==> src/rtl/proc_control_fsm.sv <==
// Multi-cycle fetch/decode/execute sequencer for the 16-bit teaching processor.
// Optional build macro PROC_HALT_EN: opcode 111 halts the core until reset (else NOP).
module proc_control_fsm #(
  parameter int unsigned MEM_WAIT = 1
) (
  input  logic        clk,
  input  logic        reset_n,
  input  logic        run,
  input  logic [15:0] mem_rdata,
  input  logic        g_nonzero,
  output logic        rb_write,
  output logic [2:0]  rb_sel_read,
  output logic [2:0]  rb_sel_write,
  output logic        rb_incr_pc,
  output logic [1:0]  bus_sel,
  output logic        a_load,
  output logic        g_load,
  output logic        alu_op,
  output logic        addr_load,
  output logic        dout_load,
  output logic        mem_write,
  output logic        done,
  output logic        halted
);

  typedef enum logic [3:0] {
    StIdle, StFAddr, StFWait, StFLoad, StEx1, StEx2, StEx3, StEWait
`ifdef PROC_HALT_EN
    , StHalt
`endif
  } state_e;

  typedef enum logic [2:0] {
    OpMv, OpMvi, OpAdd, OpSub, OpLd, OpSt, OpMvnz, OpSpc
  } op_e;

  localparam logic [2:0] WaitInit = (MEM_WAIT == 0) ? 3'd0 : 3'(MEM_WAIT - 1);

  state_e      state_q, state_d;
  logic [15:0] ir_q, ir_d;
  logic [2:0]  cnt_q, cnt_d;
  op_e         op;
  logic [2:0]  rx, ry;
  logic        finish, mem_access;
  logic        unused_ir;

  assign op        = op_e'(ir_q[15:13]);
  assign rx        = ir_q[12:10];
  assign ry        = ir_q[9:7];
  assign unused_ir = ^ir_q[6:0];

  always_ff @(posedge clk or negedge reset_n) begin
    if (!reset_n) begin
      state_q <= StIdle;
      ir_q    <= '0;
      cnt_q   <= '0;
    end else begin
      state_q <= state_d;
      ir_q    <= ir_d;
      cnt_q   <= cnt_d;
    end
  end

  always_comb begin
    state_d      = state_q;
    ir_d         = ir_q;
    cnt_d        = cnt_q;
    rb_write     = 1'b0;
    rb_sel_read  = 3'd0;
    rb_sel_write = 3'd0;
    rb_incr_pc   = 1'b0;
    bus_sel      = 2'd0;
    a_load       = 1'b0;
    g_load       = 1'b0;
    alu_op       = 1'b0;
    addr_load    = 1'b0;
    dout_load    = 1'b0;
    mem_write    = 1'b0;
    done         = 1'b0;
    halted       = 1'b0;
    finish       = 1'b0;
    mem_access   = 1'b0;

    unique case (state_q)
      StIdle: begin
        if (run) state_d = StFAddr;
      end
      StFAddr: begin
        rb_sel_read = 3'd7;
        addr_load   = 1'b1;
        rb_incr_pc  = 1'b1;
        if (MEM_WAIT == 0) begin
          state_d = StFLoad;
        end else begin
          state_d = StFWait;
          cnt_d   = WaitInit;
        end
      end
      StFWait: begin
        if (cnt_q == 3'd0) state_d = StFLoad;
        else               cnt_d   = cnt_q - 3'd1;
      end
      StEWait: begin
        if (cnt_q == 3'd0) state_d = StEx2;
        else               cnt_d   = cnt_q - 3'd1;
      end
      StFLoad: begin
        ir_d    = mem_rdata;
        state_d = StEx1;
      end
      StEx1: begin
        unique case (op)
          OpMv: begin
            rb_sel_read = ry;
            rb_write    = 1'b1;
            finish      = 1'b1;
          end
          OpMvi: begin
            // Immediate word follows the instruction: fetch it through the PC.
            rb_sel_read = 3'd7;
            addr_load   = 1'b1;
            rb_incr_pc  = 1'b1;
            mem_access  = 1'b1;
          end
          OpAdd, OpSub: begin
            rb_sel_read = rx;
            a_load      = 1'b1;
            state_d     = StEx2;
          end
          OpLd: begin
            rb_sel_read = ry;
            addr_load   = 1'b1;
            mem_access  = 1'b1;
          end
          OpSt: begin
            rb_sel_read = ry;
            addr_load   = 1'b1;
            state_d     = StEx2;
          end
          OpMvnz: begin
            rb_sel_read = ry;
            rb_write    = g_nonzero;
            finish      = 1'b1;
          end
          OpSpc: begin
`ifdef PROC_HALT_EN
            state_d = StHalt;
`else
            finish  = 1'b1;
`endif
          end
          default: state_d = StIdle;
        endcase
      end
      StEx2: begin
        unique case (op)
          OpMvi, OpLd: begin
            bus_sel  = 2'd1;
            rb_write = 1'b1;
            finish   = 1'b1;
          end
          OpAdd, OpSub: begin
            rb_sel_read = ry;
            g_load      = 1'b1;
            alu_op      = ir_q[13];
            state_d     = StEx3;
          end
          OpSt: begin
            rb_sel_read = rx;
            dout_load   = 1'b1;
            mem_write   = 1'b1;
            finish      = 1'b1;
          end
          default: state_d = StIdle;
        endcase
      end
      StEx3: begin
        bus_sel  = 2'd2;
        rb_write = 1'b1;
        finish   = 1'b1;
      end
`ifdef PROC_HALT_EN
      StHalt: halted = 1'b1;
`endif
      default: state_d = StIdle;
    endcase

    if (rb_write) rb_sel_write = rx;

    if (mem_access) begin
      state_d = (MEM_WAIT == 0) ? StEx2 : StEWait;
      cnt_d   = WaitInit;
    end

    if (finish) begin
      done    = 1'b1;
      state_d = run ? StFAddr : StIdle;
    end
  end

endmodule
==> config.mk <==
export PLATFORM = sky130hd
export DESIGN_NAME = proc_control_fsm
export DESIGN_NICKNAME = d
export VERILOG_FILES = /design/src/rtl/proc_control_fsm.sv
export SDC_FILE = /design/constraint.sdc
export NUM_CORES = 1
export LEC_CHECK = 0
export BUFFER_PORTS_ARGS = -buffer_cell sky130_fd_sc_hd__clkbuf_2
export CORE_UTILIZATION = 35
export CTS_BUF_LIST = sky130_fd_sc_hd__clkbuf_16
export CTS_CLUSTER_DIAMETER = 80
export DETAILED_ROUTE_END_ITERATION = 7
export MAX_ROUTING_LAYER = met4
export PLACE_DENSITY = 0.59
export SLEW_MARGIN = 20
export SYNTH_ARGS = -nofsm -noshare
export SYNTH_HDL_FRONTEND = slang
export SYNTH_SLANG_ARGS = --single-unit
==> constraint.sdc <==
create_clock -name clk -period 3.1 [get_ports clk]
set_clock_uncertainty 0.05 [all_clocks]
set_input_delay 0.31 -clock clk [delete_from_list [all_inputs] [get_ports clk]]
set_output_delay 0.31 -clock clk [all_outputs]
set_load 0.02 [all_outputs]
Word-level counts from Yosys, hierarchy flattened
Index checks and enable logic that the tools add are counted. W data, S select, Z words.

Register bits: 23. Logic and storage cells: 74.

Add/sub/neg operators: 1. Eq/ne operators: 21. Mux-type cells: 36. Reductions and logical operators: 13.

Operators with widths (count): $pmux W4 S8 (1); $mux W4 (6); $ne A4 B4 Y1 const B (5); $pmux W3 S3 (2); $eq A4 B3 Y1 const B (4); $mux W1 (15); $eq A3 B3 Y1 const B (4); $pmux W3 S2 (2); $mux W3 (3); $reduce_or A3 Y1 (3); $eq A4 B2 Y1 const B (2); $pmux W4 S2 (1); $eq A3 B2 Y1 const B (2); $logic_not A3 Y1 (2); $ne A3 B3 Y1 const B (2); $pmux W1 S2 (3); $pmux W1 S3 (2); $reduce_and A6 Y1 (1); $reduce_or A2 Y1 (3); $eq A4 B1 Y1 const B (1); $logic_not A4 Y1 (1); $pmux W2 S2 (1); $reduce_or A4 Y1 (1); $eq A3 B1 Y1 const B (1); other kinds (3) (3).

Longest topological paths before layout
Depth in word-level cells: 6. Mapped depth: 6. Gate-level depth less buffers: 6.

Worst setup path before layout
OpenSTA, ideal clock, no wires.

Path kind: register to output. Start point: register state_q[0]. End point: output port alu_op. Arrival: 1.622 ns. Path slack: 1.118 ns. Stages on the path, launching flop included: 6. Cell sequence: dfrtp_1 buf_6 buf_2 nand2_2 nor3_1 and2_1.

Cells in the longest elaborated chain, start to end: 2.

RTL lines: from (decl) (RTL line 39) `state_e state_q, state_d;`; from (signal assigned) (RTL line 54) `state_q <= StIdle;`; from (signal assigned) (RTL line 58) `state_q <= state_d;`; $eq A4 B3 Y1 (RTL line 84) `unique case (state_q)`; $mux W1 (RTL line 84); to (decl) (RTL line 18) `output logic alu_op,`.

Every way passes these cells.

Worst setup path in the final report
Start point: register state_q[0]. End point: output port rb_sel_read[2].

Cells in the longest elaborated chain, start to end: 2. Elaborated cells on any way between the ends: 4.

RTL lines: $eq A4 B3 Y1 / $eq A4 B1 Y1 (equally long branches) (RTL line 84); $pmux W3 S3 (*) (RTL line 84); to (decl) (RTL line 12) `output logic [2:0] rb_sel_read,`.

Every way passes the cells marked *; elsewhere a longest branch is shown, timed or not.

==> results.yml <==
yosys:
  synth-edff-count: 0
  ys_ff_latch: 15
  synth_nets: 161
  ys_seq_area_share_pct: 30.1
  syn_avg_cell_area_um2: 8.97
  dominantRegCellSynth: "dfrtp_1"
  synth_cells: 139
  synth_cell_types: 51
  synthArstFlopShare_pct: 100
  synth_warnings: 0
  synth_area_mm2: 0.00125
detailed_routing:
  vias: 1093
  wl_per_cell_um: 14.3
  drtIter0Drc: 32
  drc: 0
  dr.pass1.iters: 4
  drtAntennaViolNets: 0
  drt-vias-per-instance: 5.28
  drt_wl_total_um: 2950
grt:
  overflow: 0
  grt_usage_pct: 16.9
  antenna_found_initial: 0
  grt_start_max_net_pins: 27
  grt_pass1_vias: 996
  grt_pass1_wl_um: 4550
timing:
  setup_violations: 0
  max-slew-margin-rel_pct: 49.3
  hold_slack_ns: 0.250
  fmax_mhz: 392
  drv_slew: 0
  rsz0062_at_grt: "no"
  fin_crit_ns: 2.55
  tns_ns: 0
  hold_violations: 0
  min_period_over_period_pct: 82.3
  max_slew.worst_pin.slew_ns: 0.760
clock_tree:
  post_cts_buffers: 0
  clock_path_buffers: 2
  insertion_delay_ns: 0.24
  cts_sinks: 15
  cts_tree: "built"
  cts_made_buffers: 3
  htreeDepth: 1
  root_buffer: "clkbuf_16"
  cts_resized: 0
  path_clk_slew_ns: 0.05
  cts_hold_buf: 1
floorplan:
  ioPinCount: 38
  start_util_pct: 37.1
  rows: 21
  core-area_mm2: 0.00336
  die-area_mm2: 0.00381
  die-height_um: 61.7
  die_x_um: 61.7
power_and_ir_drop:
  power_leakage_nw: 0.617
  vdd_ir_drop_max_mv: 0.536
  p_per_area_mw_per_mm2: 1090
setup_path:
  cp_max_fo: 26
  critPathRequiredTime_ns: 2.74
  end_kind: "primary output"
  worstPathArrival_ns: 2.19
  criticalPathCategory: "reg2out"
  cp-start-kind: "flip-flop"
layout:
  layout_commonest_cell: "clkbuf_2"
  syn2layout_area_growth_pct: 15.9
  fill_cells: 349
  mostFrequentLayoutCells: "clkbuf_2 (29), dfrtp_1 (15), a21oi_1 (11)"
  drive_above_1_share_pct: 34.2
  layout.nets: 184
  num_antenna_cells: 0
placement:
  portBuffers: 29
  dpl.hpwl_um: 2060
  gp_congestion: 0.803
outcome:
  outcome: "finished clean"
job:
  cap_viol_max_count: 0
worst_hold_path:
  hold_class: "in2reg"
==> final timing paths <==
| path | start | endpoint | slack, ns | depth (start not counted) |
|---|---|---|---|---|
| max in group asynchronous | reset_n | ir_q[8] | 2.24 | 2 |
| setup reg to reg | state_q[0] | state_q[1] | 1.09 | 4 |
| min in group asynchronous | reset_n | state_q[1] | 0.48 | 2 |
| hold reg to reg | cnt_q[0] | cnt_q[0] | 0.43 | 1 |
| setup / recovery | state_q[0] | rb_sel_read[2] | 0.55 | 5 |
| hold / removal | mem_rdata[13] | ir_q[13] | 0.25 | 2 |
==> worst max-delay path: stages (launching register included) <==
cell	delay [ns]
dfrtp_1	0.83
o21ba_2	0.26
a221oi_2	0.33
a22oi_1	0.14
a21oi_1	0.18
clkbuf_2	0.19
==> report_power, final <==
group | internal (W) | switching (W) | total, W
combinational | 0.000369 | 0.000429 | 0.000798
sequential | 0.000276 | 0.000254 | 0.000530
clock | 0.000172 | 0.0000790 | 0.000251
total | 0.000817 | 0.000763 | 0.00158
==> cell families after synthesis <==
family / count (synthesis) / synth area share (%)
buffers and inverters: 17 / 9.03
muxes: 11 / 9.73
adders and majority gates: 2 / 2.01
AOI/OAI and AO/OA: 39 / 22.2
and+or+nand+nor: 53 / 26.0
xor gates and xnor gates: 1 / 0.702
other: 1 / 0.301
DFF: 15 / 30.1
==> layout make-up <==
| cell class | count | area (um2) | area share, % |
|---|---|---|---|
| clock buffers | 3 | 75.1 | 5.19 |
| clock inverters | 1 | 5.00 | 0.346 |
| inverters | 5 | 18.8 | 1.30 |
| multi-input cells | 107 | 759 | 52.5 |
| flip-flops and latches | 15 | 375 | 26.0 |
| well taps | 46 | 57.6 | 3.98 |
| repair buffers | 30 | 155 | 10.7 |
==> synthesized netlist by cell type, types with 2 or more instances <==
library cell,n,area [um2]
dfrtp_1,15,375
a21oi_1,11,55.1
mux2_2,9,101
nand2_1,9,33.8
nand2b_1,7,43.8
nor2_1,6,22.5
buf_6,5,56.3
nor3_1,5,25.0
inv_1,4,15.0
o21ai_0,4,20.0
o21ai_1,4,20.0
and2b_1,3,22.5
buf_2,3,15.0
a211oi_2,2,25.0
a21boi_1,2,15.0
a21oi_2,2,17.5
a22oi_1,2,15.0
and2_1,2,12.5
buf_4,2,15.0
clkbuf_1,2,7.51
ha_1,2,25.0
mux2i_1,2,20.0
nand2_2,2,12.5
nand3_1,2,10.0
nand4b_1,2,17.5
nor2b_1,2,12.5
nor4_1,2,12.5
nor4_2,2,25.0
or3_1,2,12.5
==> stage by stage <==
step | utilization [%] | instances | setup slack [ns] | total power (W) | area (um2)
finish | 43.0 | 207 | 0.547 | 0.00158 | 1450
global route | 43.0 | 207 | 0.461 | 0.00170 | 1450
CTS | 43.0 | 207 | 0.585 | 0.00158 | 1450
detailed placement | 40.3 | 202 | 0.853 | 0.00132 | 1360
global placement | 40.3 | 202 | 0.938 | 0.00129 | 1360
floorplan | - | 139 | 1.12 | 0.00118 | 1250
==> flip-flops by register name, indices dropped and copies added, names as in the netlist <==
| signal | count |
|---|---|
| ir_q | 9 |
| cnt_q | 3 |
| state_q | 3 |
==> layer usage <==
layer / share of wire [%] / GRT usage [%]
met5: 0 / -
met4: 0.64 / 5.71
met3: 2.0 / 1.86
met2: 53 / 28.0
met1: 45 / 21.4
Note: power is estimated with default switching activity, not from simulation.
